<file path="src/rtl/nrisc_multiciclo.sv">
// Multicycle nRisc core: 8-bit instructions, DATA_W datapath, ADDR_W program counter.
// Fetch and load/store share a single req/ack memory port, so wait-state memories work.
module nrisc_multiciclo #(
    parameter int DATA_W = 8,
    parameter int ADDR_W = 8
) (
    input  logic              clock,
    input  logic              reset,
    output logic              mem_req,
    output logic              mem_we,
    output logic [ADDR_W-1:0] mem_addr,
    output logic [DATA_W-1:0] mem_wdata,
    input  logic              mem_ack,
    input  logic [DATA_W-1:0] mem_rdata,
    output logic [ADDR_W-1:0] pc_out,
    output logic              instr_done,
    output logic              halted
);

    localparam int EXT_W = (DATA_W > ADDR_W) ? DATA_W : ADDR_W;

    localparam logic [2:0] OP_ADD  = 3'd0;
    localparam logic [2:0] OP_SUB  = 3'd1;
    localparam logic [2:0] OP_AND  = 3'd2;
    localparam logic [2:0] OP_ADDI = 3'd3;
    localparam logic [2:0] OP_LD   = 3'd4;
    localparam logic [2:0] OP_ST   = 3'd5;
    localparam logic [2:0] OP_BEQZ = 3'd6;
    localparam logic [2:0] OP_JR   = 3'd7;

    typedef enum logic [2:0] {FETCH, DECODE, EXEC, MEM, WB, HALT} state_t;

    state_t            state;
    state_t            state_next;
    logic [ADDR_W-1:0] pc;
    logic [7:0]        ir;
    logic [DATA_W-1:0] regs [4];
    logic [DATA_W-1:0] a;
    logic [DATA_W-1:0] b;
    logic [DATA_W-1:0] imm;
    logic [DATA_W-1:0] result;

    logic [2:0]        opcode;
    logic [1:0]        ra;
    logic [1:0]        rb;
    logic [EXT_W-1:0]  a_ext;
    logic [EXT_W-1:0]  b_ext;
    logic [ADDR_W-1:0] a_addr;
    logic [ADDR_W-1:0] b_addr;
    logic [ADDR_W-1:0] imm_pc;

    assign opcode = ir[7:5];
    assign ra     = ir[4:3];
    assign rb     = ir[2:1];
    // Register values become addresses by truncation, or zero-extension when narrower
    assign a_ext  = EXT_W'(a);
    assign b_ext  = EXT_W'(b);
    assign a_addr = a_ext[ADDR_W-1:0];
    assign b_addr = b_ext[ADDR_W-1:0];
    assign imm_pc = {{(ADDR_W-3){ir[2]}}, ir[2:0]};
    assign pc_out = pc;

    always_ff @(posedge clock or negedge reset) begin
        if (!reset) begin
            state  <= FETCH;
            pc     <= '0;
            ir     <= '0;
            a      <= '0;
            b      <= '0;
            imm    <= '0;
            result <= '0;
            for (int i = 0; i < 4; i++) begin
                regs[i] <= '0;
            end
        end else begin
            state <= state_next;
            case (state)
                FETCH: begin
                    if (mem_ack) begin
                        ir <= mem_rdata[7:0];
                        pc <= pc + ADDR_W'(1);
                    end
                end
                DECODE: begin
                    a   <= regs[ra];
                    b   <= regs[rb];
                    imm <= {{(DATA_W-3){ir[2]}}, ir[2:0]};
                end
                EXEC: begin
                    case (opcode)
                        OP_ADD:  result <= a + b;
                        OP_SUB:  result <= a - b;
                        OP_AND:  result <= a & b;
                        OP_ADDI: result <= a + imm;
                        // PC was already advanced past the branch during fetch
                        OP_BEQZ: if (a == '0) pc <= pc + imm_pc;
                        OP_JR:   if (!ir[0]) pc <= a_addr;
                        default: ;
                    endcase
                end
                MEM: begin
                    if (mem_ack && opcode == OP_LD) begin
                        result <= mem_rdata;
                    end
                end
                WB: regs[ra] <= result;
                default: ;
            endcase
        end
    end

    // mem_req is qualified by reset so a pending transaction is dropped the instant reset asserts
    always_comb begin
        state_next = state;
        mem_req    = 1'b0;
        mem_we     = 1'b0;
        mem_addr   = '0;
        mem_wdata  = '0;
        instr_done = 1'b0;
        halted     = 1'b0;
        case (state)
            FETCH: begin
                mem_req  = reset;
                mem_addr = pc;
                if (mem_ack) state_next = DECODE;
            end
            DECODE: state_next = EXEC;
            EXEC: begin
                case (opcode)
                    OP_LD, OP_ST: state_next = MEM;
                    OP_BEQZ: begin
                        instr_done = 1'b1;
                        state_next = FETCH;
                    end
                    OP_JR: begin
                        instr_done = 1'b1;
                        state_next = ir[0] ? HALT : FETCH;
                    end
                    default: state_next = WB;
                endcase
            end
            MEM: begin
                mem_req  = reset;
                mem_addr = b_addr;
                mem_we   = (opcode == OP_ST);
                if (opcode == OP_ST) mem_wdata = a;
                if (mem_ack) begin
                    instr_done = (opcode == OP_ST);
                    state_next = (opcode == OP_ST) ? FETCH : WB;
                end
            end
            WB: begin
                instr_done = 1'b1;
                state_next = FETCH;
            end
            HALT: halted = 1'b1;
            default: state_next = FETCH;
        endcase
    end

endmodule

</file>
<file path="config.mk">
export PLATFORM = sky130hd
export DESIGN_NAME = nrisc_multiciclo
export DESIGN_NICKNAME = d
export VERILOG_FILES = /design/src/rtl/nrisc_multiciclo.sv
export SDC_FILE = /design/constraint.sdc
export NUM_CORES = 1
export LEC_CHECK = 0
export ABC_AREA = 1
export CORE_MARGIN = 10
export CORE_UTILIZATION = 55
export CTS_BUF_LIST = sky130_fd_sc_hd__clkbuf_2
export DETAILED_ROUTE_END_ITERATION = 16
export PLACE_DENSITY = 0.85
export SLEW_MARGIN = 10
export SYNTH_ARGS = -nofsm -noshare
export SYNTH_HDL_FRONTEND = slang
export SYNTH_SLANG_ARGS = --single-unit
</file>
<file path="constraint.sdc">
create_clock -name clock -period 7.5 [get_ports clock]
set_clock_uncertainty 0.05 [all_clocks]
set_input_delay 1.125 -clock clock [delete_from_list [all_inputs] [get_ports clock]]
set_output_delay 1.125 -clock clock [all_outputs]
set_load 0.02 [all_outputs]
</file>
Word-level counts from Yosys, hierarchy flattened --
Index checks and enable logic that the tools add are counted.
Operators by class: add/subtract/negate cells 5, magnitude comparators 3, eq/ne operators 19, muxes and demuxes 32, bitwise logic cells 4, reductions and logical operators 14
Operator list (number):
- $mux W8 | 11
- $pmux W8 S2 | 4
- $bmux W8 S2 | 2
- $bwmux W32 | 1
- $pmux W8 S4 | 1
- $add A8 B8 Y8 | 3
- $eq A3 B3 Y1 const B | 6
- $demux W8 S2 | 1
- $pmux W3 S5 | 1
- $eq A3 B2 Y1 const B | 4
- $mux W3 | 4
- $ne A3 B3 Y1 const B | 3
- $pmux W3 S3 | 1
- $add A8 B1 Y8 const B | 1
- $and A8 B8 Y8 | 1
- $logic_not A8 Y1 | 1
- $sub A8 B8 Y8 | 1
- $eq A3 B1 Y1 const B | 2
- $ge A3 B3 Y1 const B | 2
- $logic_not A3 Y1 | 2
- $ne A2 B2 Y1 const B | 3
- $not A2 Y3 | 2
- $reduce_and A3 Y1 | 2
- $reduce_or A2 Y1 | 3
- 9 further kinds | 15
Storage, ports and cells: bits in registers 78, output and inout bits 28

Longest topological paths before layout --
depth after elaboration 6, depth in mapped cells 20

Least setup slack after synthesis --
Ideal clock, no wire load.
path kind reg2out, from register state[2], to output port mem_wdata[0], arrival 1.647 ns, required time 6.325 ns, setup slack 4.678 ns, stages on the path, launching flop included 8, path through dfrtp_1 nor2_1 inv_2 nor2_2 inv_2 nor2_1 inv_2 nor2_1
Between the ends: cells in the longest elaborated chain, start to end 2
Ends and longest elaborated chain:
- start, declared | RTL line 33 | state_t state;
- start signal, assigned | RTL line 76 | state <= state_next;
- $eq A3 B2 Y1 | RTL line 121 | case (state)
- $mux W8 | RTL line 121
- end, declared | RTL line 12 | output logic [DATA_W-1:0] mem_wdata,
No other way between the ends.

Worst setup path after layout --
from register state[1], to output port mem_wdata[2]
The elaborated chain is that of the path after synthesis.

==> out/metrics.cfg <==
[outcome]
status = completed

[clocking]
cts_hold_buf = 0
postCtsSetupBuffers = 0
cts_tree = yes
cts.sinks = 78
h-tree-depth = 3
root_buffer = clkbuf_2
clk_pin_slew_worst_paths_ns = 0.29
cts_buffer_depth = 2
ctsResizeCount = 0
numCtsBuffers = 9
clk_latency_ns = 0.58

[global_routing]
antenna_found_initial = 0
grt_pass1_wl_um = 22600
grt_use_total_pct = 21.3
grt_pass1_vias = 4685
overflow = 0
grt_max_degree = 65

[power]
switchingPower_w = 0.00131
peakVddDrop_mv = 0.143
seq_power_share_pct = 31.4
p_leak_nw = 2.55
swShare_pct = 51.1
powerDensity_nw_per_um2 = 471
p_comb_share_pct = 58.0
intPower_w = 0.00125
power.total_w = 0.00256
clkPwrFrac_pct = 10.6

[setup_path]
worst-endpoint-arrival_ns = 3.31
required_ns = 6.32
crit_type = flip-flop to output port
worst-path-max-fanout = 18
end_kind = output port
critPathLaunchType = flip-flop

[yosys]
synth_edf_count = 0
synth_top_cell_area_share_pct = 40.5
syn_nets = 677
synth_async_sr_flop_share_pct = 100
yosysWarnings = 0
synth.most_common_cell = nand2_1
synth_commonest_cells = 140 x nand2_1, 103 x o21ai_0, 78 x dfrtp_1, 69 x inv_1, 52 x nor2_1
ys_seq_area_share_pct = 40.5
synth_flop_cell = dfrtp_1
synth_area_leader_cell = dfrtp_1
avgSynthCellArea_um2 = 7.47
syn_inst = 646
netlist_area_um2 = 4820
ys_ff_latch = 78
yosys-top-cells-area = dfrtp_1 40%, nand2_1 11%, o21ai_0 11%
ys_types = 43

[sta]
timing.slew.headroom_pct = 45.3
rsz0062_at_grt = no
finalCriticalPeriod_ns = 4.49
tns_ns = 0
worst_pin_slew_ns = 0.820
setup_viol = 0
final_hold_viol_count = 0
fmax_mhz = 223
period_share_pct = 59.8
maxSlewViolCount = 0

[min_path]
min_path_type = primary input to asynchronous set/reset pin

[floorplan]
die_y_um = 114
ios = 39
die_w_um = 114
rows = 34
start_util_pct = 55.9
dieArea_um2 = 12900
coreArea_um2 = 8640

[routing]
vias_per_cell = 5.99
drt_iter0_drc = 407
via_count = 4761
wire_per_inst_um = 17.2
routed_wl_um = 13700
ant_nets = 0
drc = 0
drt-pass1-iter-count = 5

[placement]
place_congestion = 0.951
portBuffers = 38
dpl.hpwl_um = 10300

[layout]
n_antenna_cell = 0
drive_gt1_share_pct = 6.70
syn2layout_area_growth_pct = 12.7
fill_cells = 775
finalNetCount = 713

[flow_run]
drv_cap = 0

[kinds of logic (layout without fill, tap and decap cells)]
logic type	Yosys count	after routing	synth area share, %
AND/OR/NAND/NOR	235	235	20.9
flip-flops	78	78	40.5
XOR/XNOR	9	9	1.63
AO/OA/AOI/OAI	205	205	23.5
multiplexers	1	1	0.233
buffers and inverters	98	139	7.76
adder cells (fa/ha/maj)	20	20	5.50
[critical path: stages (launching register included)]
cell and delay [ns]:
dfrtp_1 0.47, inv_2 0.04, nor2_1 0.10, inv_2 0.08, nor2_2 0.48, inv_2 0.30, nor2_1 0.32, inv_2 0.18
nor2_1 0.17, clkdlybuf4s50_1 0.63
[placed cells by master, fill, tap and decap left out, drive strengths merged, types with 2 or more instances in the layout]
cell / instances
a21oi: 51
a22oi: 10
a31oi: 7
buf: 6
bufinv: 2
clkbuf: 9
clkdlybuf4s50: 37
clkinv: 5
dfrtp: 78
fa: 2
ha: 18
inv: 79
nand2: 144
nand3: 22
nand4: 4
nor2: 55
nor3: 7
nor4: 2
o211ai: 4
o21ai: 108
o22ai: 15
xnor2: 3
xor2: 6
[final timing paths]
| check | from | endpoint | slack, ns | cells after the start |
|---|---|---|---|---|
| max | state[1]$_DFFE_PN0P_ | mem_wdata[2] | 3.01 | 9 |
| min in group clock | result[7]$_DFFE_PN0P_ | result[7]$_DFFE_PN0P_ | 0.47 | 2 |
| min | reset | pc_out[3]$_DFFE_PN0P_ | 0.29 | 1 |
| min reg2reg | result[7]$_DFFE_PN0P_ | result[7]$_DFFE_PN0P_ | 0.47 | 2 |
| max in group asynchronous | reset | regs[4]$_DFFE_PN0P_ | 5.97 | 2 |
| max reg2reg | b[0]$_DFFE_PN0N_ | result[7]$_DFFE_PN0P_ | 4.52 | 19 |
[area by class of cell]
cell class / count / area (um2) / area share [%]
clock buffers: 9 / 45.0 / 0.829
clock inverters: 7 / 88.8 / 1.63
inverters: 80 / 303 / 5.57
multi-input cells: 470 / 2500 / 45.9
flip-flops and latches: 78 / 1950 / 35.9
well taps: 108 / 135 / 2.49
repair buffers: 43 / 415 / 7.64
[through the flow]
stage               cells  util, %  cell area, um2  hold slack (ns)  setup WS (ns)
finish                795     63.0            5440            0.293           3.01
global route          795     63.0            5440            0.270           2.80
CTS                   795     63.0            5440            0.295           3.05
detailed placement    779     61.4            5300            0.427           3.71
global placement      779     61.4            5300            0.414           3.74
floorplan             646        -            4820            0.392           4.68
[state kept, by name (all words and copies together), names as in the netlist]
| register | flops |
|---|---|
| regs | 32 |
| a | 8 |
| b | 8 |
| ir | 8 |
| pc_out | 8 |
| result | 8 |
| imm | 3 |
| state | 3 |
[power by group through the flow]
| stage | Clock (W) | Sequential [W] | Combinational (W) |
|---|---|---|---|
| floorplan | 0 | 0.000758 | 0.00105 |
| global placement | 0 | 0.000796 | 0.00140 |
| detailed placement | 0 | 0.000806 | 0.00146 |
| CTS | 0.000271 | 0.000796 | 0.00147 |
| global route | 0.000286 | 0.000827 | 0.00167 |
| finish | 0.000271 | 0.000806 | 0.00149 |
[routing by layer]
metal  share of wire [%]  GRT usage [%]  vias to the layer above  routed length, um
li1                    -              -                     2249                  -
met5                   0              0                        -                  0
met2                  48           35.4                      242               6560
met4                 3.2           10.2                        0                438
met1                  40           25.3                     2223               5530
met3                 8.2           5.35                       47               1130
Power figures use the tool's default switching activity.
